`src/rtl/cond_logic_if.sv`:
```
// Bundle between the ALU decoder and the conditional-execution unit.
// Optional skip counter port present when CONDLOGIC_SKIPCNT_EN is defined.
interface cond_logic_if #(
    parameter int unsigned SKIPCNT_W = 16
);
    logic [3:0] Cond;
    logic [3:0] ALUFlags;
    logic [1:0] FlagW;
    logic       PCS;
    logic       RegW;
    logic       MemW;
    logic       PCSrc;
    logic       RegWrite;
    logic       MemWrite;
    logic       CondEx;
    logic [3:0] Flags;
`ifdef CONDLOGIC_SKIPCNT_EN
    logic [SKIPCNT_W-1:0] SkipCount;
`else
    logic unused_skipcnt_w;
    assign unused_skipcnt_w = ^SKIPCNT_W;
`endif

    // Decoder side: drives instruction controls, observes gated strobes.
    modport master (
        output Cond, ALUFlags, FlagW, PCS, RegW, MemW,
        input  PCSrc, RegWrite, MemWrite, CondEx, Flags
`ifdef CONDLOGIC_SKIPCNT_EN
        , input SkipCount
`endif
    );

    // Conditional-execution unit side.
    modport slave (
        input  Cond, ALUFlags, FlagW, PCS, RegW, MemW,
        output PCSrc, RegWrite, MemWrite, CondEx, Flags
`ifdef CONDLOGIC_SKIPCNT_EN
        , output SkipCount
`endif
    );
endinterface

```
`src/rtl/cond_logic.sv`:
```
// Conditional-execution unit: holds NZCV, evaluates the condition field and
// gates PC/register/memory write strobes. Optional squashed-instruction
// counter enabled by CONDLOGIC_SKIPCNT_EN.
module cond_logic #(
    parameter logic [3:0]  RESET_FLAGS = 4'b0000,
    parameter int unsigned SKIPCNT_W   = 16
) (
    input logic         clk,
    input logic         reset,
    cond_logic_if.slave bus
);
    logic [1:0] nz_q, cv_q;
    logic       n, z, c, v;
    logic       cond_ex;

    assign {n, z} = nz_q;
    assign {c, v} = cv_q;

    // Condition evaluation against the flags held before this cycle's update.
    always_comb begin
        cond_ex = 1'b1;
        case (bus.Cond)
            4'b0000: cond_ex = z;
            4'b0001: cond_ex = ~z;
            4'b0010: cond_ex = c;
            4'b0011: cond_ex = ~c;
            4'b0100: cond_ex = n;
            4'b0101: cond_ex = ~n;
            4'b0110: cond_ex = v;
            4'b0111: cond_ex = ~v;
            4'b1000: cond_ex = c & ~z;
            4'b1001: cond_ex = ~c | z;
            4'b1010: cond_ex = (n == v);
            4'b1011: cond_ex = (n != v);
            4'b1100: cond_ex = ~z & (n == v);
            4'b1101: cond_ex = z | (n != v);
            default: cond_ex = 1'b1;
        endcase
    end

    // NZ and CV are separately enabled so logical ops can preserve C/V.
    always_ff @(posedge clk or posedge reset) begin
        if (reset) begin
            nz_q <= RESET_FLAGS[3:2];
            cv_q <= RESET_FLAGS[1:0];
        end else begin
            if (bus.FlagW[1] && cond_ex) nz_q <= bus.ALUFlags[3:2];
            if (bus.FlagW[0] && cond_ex) cv_q <= bus.ALUFlags[1:0];
        end
    end

    assign bus.CondEx   = cond_ex;
    assign bus.PCSrc    = bus.PCS & cond_ex;
    assign bus.RegWrite = bus.RegW & cond_ex;
    assign bus.MemWrite = bus.MemW & cond_ex;
    assign bus.Flags    = {nz_q, cv_q};

`ifdef CONDLOGIC_SKIPCNT_EN
    logic [SKIPCNT_W-1:0] skip_q;

    // Count squashed instructions, saturating at all-ones.
    always_ff @(posedge clk or posedge reset) begin
        if (reset) begin
            skip_q <= '0;
        end else if (!cond_ex && !(&skip_q)) begin
            skip_q <= skip_q + 1'b1;
        end
    end

    assign bus.SkipCount = skip_q;
`else
    logic unused_skipcnt_w;
    assign unused_skipcnt_w = ^SKIPCNT_W;
`endif
endmodule

```
`src/flat_wrapper.sv`:
```
// flat-port wrapper written by rule: the top's interface ports become plain ports
module cond_logic_flat 
#(
    parameter logic [3:0]  RESET_FLAGS = 4'b0000,
    parameter int unsigned SKIPCNT_W   = 16
)
  (clk, reset, bus_Cond, bus_ALUFlags, bus_FlagW, bus_PCS, bus_RegW, bus_MemW, bus_PCSrc, bus_RegWrite, bus_MemWrite, bus_CondEx, bus_Flags);
  cond_logic_if #(.SKIPCNT_W(SKIPCNT_W)) bus_i ();
  input logic clk;
  input logic reset;
  input wire logic [$bits(bus_i.Cond)-1:0] bus_Cond;
  input wire logic [$bits(bus_i.ALUFlags)-1:0] bus_ALUFlags;
  input wire logic [$bits(bus_i.FlagW)-1:0] bus_FlagW;
  input wire logic [$bits(bus_i.PCS)-1:0] bus_PCS;
  input wire logic [$bits(bus_i.RegW)-1:0] bus_RegW;
  input wire logic [$bits(bus_i.MemW)-1:0] bus_MemW;
  output wire logic [$bits(bus_i.PCSrc)-1:0] bus_PCSrc;
  output wire logic [$bits(bus_i.RegWrite)-1:0] bus_RegWrite;
  output wire logic [$bits(bus_i.MemWrite)-1:0] bus_MemWrite;
  output wire logic [$bits(bus_i.CondEx)-1:0] bus_CondEx;
  output wire logic [$bits(bus_i.Flags)-1:0] bus_Flags;
  assign bus_i.Cond = bus_Cond;
  assign bus_i.ALUFlags = bus_ALUFlags;
  assign bus_i.FlagW = bus_FlagW;
  assign bus_i.PCS = bus_PCS;
  assign bus_i.RegW = bus_RegW;
  assign bus_i.MemW = bus_MemW;
  assign bus_PCSrc = bus_i.PCSrc;
  assign bus_RegWrite = bus_i.RegWrite;
  assign bus_MemWrite = bus_i.MemWrite;
  assign bus_CondEx = bus_i.CondEx;
  assign bus_Flags = bus_i.Flags;
  cond_logic #(.RESET_FLAGS(RESET_FLAGS), .SKIPCNT_W(SKIPCNT_W)) u_core (.clk(clk), .reset(reset), .bus(bus_i));
endmodule
```
`config.mk`:
```
export PLATFORM = sky130hd
export DESIGN_NAME = cond_logic_flat
export DESIGN_NICKNAME = d
export VERILOG_FILES = /design/src/rtl/cond_logic_if.sv /design/src/rtl/cond_logic.sv /design/src/flat_wrapper.sv
export SDC_FILE = /design/constraint.sdc
export NUM_CORES = 1
export LEC_CHECK = 0
export CAP_MARGIN = 20
export CORE_AREA = 2 2 39 41
export DETAILED_ROUTE_END_ITERATION = 10
export DIE_AREA = 0 0 41 43
export SLEW_MARGIN = 5
export SYNTH_ARGS = -nofsm -noshare
export SYNTH_HDL_FRONTEND = slang
export SYNTH_SLANG_ARGS = --single-unit
export TNS_END_PERCENT = 1
```
`constraint.sdc`:
```
create_clock -name clk -period 3.6 [get_ports clk]
set_input_delay 0.72 -clock clk [delete_from_list [all_inputs] [get_ports clk]]
set_output_delay 0.72 -clock clk [all_outputs]
set_load 0.1 [all_outputs]
```
==> results.py <==
metrics = {
    "drt": {
        "drt_iter0_drc": 4,
        "dr.pass1.iters": 2,
        "vias_per_cell": 4.722,
        "drc": 0,
        "wl_microns": 903,
        "wl_per_cell_microns": 11.43,
        "routed-via-count": 373,
        "ant_nets": 0,
    },
    "floorplan": {
        "io_pins": 23,
        "die_area_sq_um": 1763,
        "initial_utilization_pct": 26.13,
        "rows": 14,
        "die_w_microns": 41,
        "die_y_microns": 43,
        "design.core.area_sq_um": 1384,
    },
    "status": {
        "status": "completed",
    },
    "placed_design": {
        "placed_cells": 76,
        "numPortBuffers": 22,
        "placed_cell_area_sq_um": 653.1,
        "dp_slack_ns": 0.1960,
        "dp_hpwl_microns": 779,
        "gp_congestion": 0.6546,
    },
    "clock_tree": {
        "path_clk_slew_ns": 0.04,
        "clk_latency_ns": 0.23,
        "cts_resized": 0,
        "cts_hold_buf": 0,
        "post-cts-setup-buffer-count": 0,
        "h-tree-depth": 1,
        "root_buffer": "clkbuf_4",
        "clock_sinks": 4,
        "cts_tree": "done",
        "cts_max_path_buffers": 2,
        "numCtsBuffers": 3,
    },
    "power_and_ir_drop": {
        "peakVddDrop_mv": 0.6584,
        "p_leak_nw": 0.2782,
        "power_density_nw_per_um2": 994.8,
    },
    "grt": {
        "grt_util_all_layers_pct": 13.29,
        "grt_pass1_wl_microns": 1545,
        "grt_overflow_total": 0,
        "first_global_vias": 374,
        "grt_max_degree": 10,
        "antenna_found_initial": 0,
    },
    "synth": {
        "syn_area_sq_um": 361.6,
        "ys_warn_count": 0,
        "synth_cell_types": 20,
        "ys_seq_elements": 4,
        "synth_top_area_cell": "dfrtp_1",
        "syn_inst": 37,
        "syn_area_per_cell_sq_um": 9.773,
        "synthFlopType": "dfrtp_1",
        "ys_top_cells_by_count": "4 x dfrtp_1, 4 x mux2_1, 4 x nor2b_1",
        "async_flop_share_pct": 100.0,
        "synth_seq_area_share_pct": 27.68,
        "syn-num-nets": 52,
        "ys_top_cells_by_area": "dfrtp_1 28%, mux2_1 12%, xor2_1 7.3%",
        "synth_top_area_share_pct": 27.68,
        "synth_edf_count": 0,
    },
    "timing": {
        "relSlewSlack_pct": 35.25,
        "period_needed_ns": 3.384,
        "max_freq_mhz": 295.5,
        "drv_slew": 0,
        "finalCritPeriodShare_pct": 94.00,
        "fin_ws_ns": 0.2161,
        "hold_viol": 0,
        "rsz0062_at_grt": "no",
        "fin_skew_ns": 0.005906,
        "setup_tns_ns": 0,
        "setup_viol": 0,
        "worstMarginPinSlew_ns": 0.9683,
    },
    "final_layout": {
        "fin_cells": 79,
        "final_util_pct": 48.82,
        "multiInputGateArea_sq_um": 246.5,
        "antenna_cells": 0,
        "regArea_sq_um": 100.1,
        "drive_gt1_share_pct": 20.63,
        "syn2layout_area_growth_pct": 86.85,
        "num-fill-cells": 134,
        "final_cell_area_sq_um": 675.6,
        "layout.nets": 80,
    },
    "worst_setup_path": {
        "timing_worst_setup_path_type": "input pin to output pin",
        "startpoint_type": "input pin",
        "crit_required_ns": 2.88,
        "crit_chain": "clkdlybuf4s50_1 > and3b_1 > a22oi_1 > mux2i_1 > nor3_1 > nor2b_1 > buf_12",
        "end_kind": "output pin",
        "cp_num_buf_inv": 2,
        "path_delay_family": "buffers and inverters",
        "slowest_stage": "clkdlybuf4s50_1",
        "cp_max_fo": 9,
        "slowest_delay_ns": 0.53,
        "r2r_setup_slack_ns": 1.73,
        "arrival_ns": 2.66,
    },
    "job": {
        "maxCapViolCount": 0,
    },
    "min_path": {
        "min_path_type": "register to register",
    },
}
[where the power goes]
part	leakage (nW)	switching, mW	internal, mW
combinational	0.218	0.351	0.165
clock	0.0138	0.0172	0.0372
sequential	0.0467	0.0334	0.0683
[registers in the layout, indices dropped and copies added (netlist names)]
| register | count |
|---|---|
| u_core.cv_q | 2 |
| u_core.nz_q | 2 |
[cell usage in the layout, fill, tap and decap left out, types with 2 or more instances in the layout]
master	n
buf_12	4
buf_4	2
clkbuf_4	3
clkdlybuf4s50_1	18
dfrtp_1	4
inv_1	3
mux2_1	4
mux2i_1	2
nand3_1	3
nor2b_1	4
o31ai_2	2
xor2_1	3
[per-stage QoR]
step,power [mW],hold slack (ns)
floorplan,0.4674,0.4861
global route,0.7073,0.5996
CTS,0.6821,0.5532
finish,0.6722,0.5476
detailed placement,0.6222,0.5393
global placement,0.6205,0.5526
[path summary, 6_finish.rpt]
path	cells after the start	endpoint	startpoint
setup / recovery	7	bus_MemWrite	bus_Cond[3]
hold / removal	1	u_core.cv_q[1]	u_core.cv_q[1]
setup reg to reg	5	u_core.cv_q[0]	u_core.cv_q[0]
hold reg to reg	1	u_core.cv_q[1]	u_core.cv_q[1]
max in group asynchronous	2	u_core.cv_q[0]	reset
min in group asynchronous	2	u_core.cv_q[1]	reset
[cell families (layout without fill, tap and decap cells)]
logic type	Yosys count	count (layout)	share of synthesized area, %
flops	4	4	27.68
xor+xnor	4	4	9.690
simple gates	13	13	22.14
mux	6	6	17.99
compound gates	6	6	18.34
buf+inv	4	30	4.151
[worst reg2reg max path, delay by kind of cell (launching register included)]
family          cells  cell delay (ns)
mux                 1             0.35
flops               1             0.42
compound gates      3             0.76
xor+xnor            1             0.21
[metal layers]
layer  up-vias  routed length, microns  part of all wire [%]  GRT usage (%)
met5         -                       0                     0              0
met4         0                      15                   1.7          12.00
met3         2                      41                   4.5          2.094
met2        14                     474                    52          18.75
met1       173                     370                    41          16.23
li1        184                       -                     -              -
[final cells by class]
class	count	area share (%)
clock buffers	3	3.333
inverters	3	1.667
multi-input cells	29	36.48
flip-flops and latches	4	14.81
well taps	16	2.963
repair buffers	24	40.74
(Power assumes the default switching activity.)
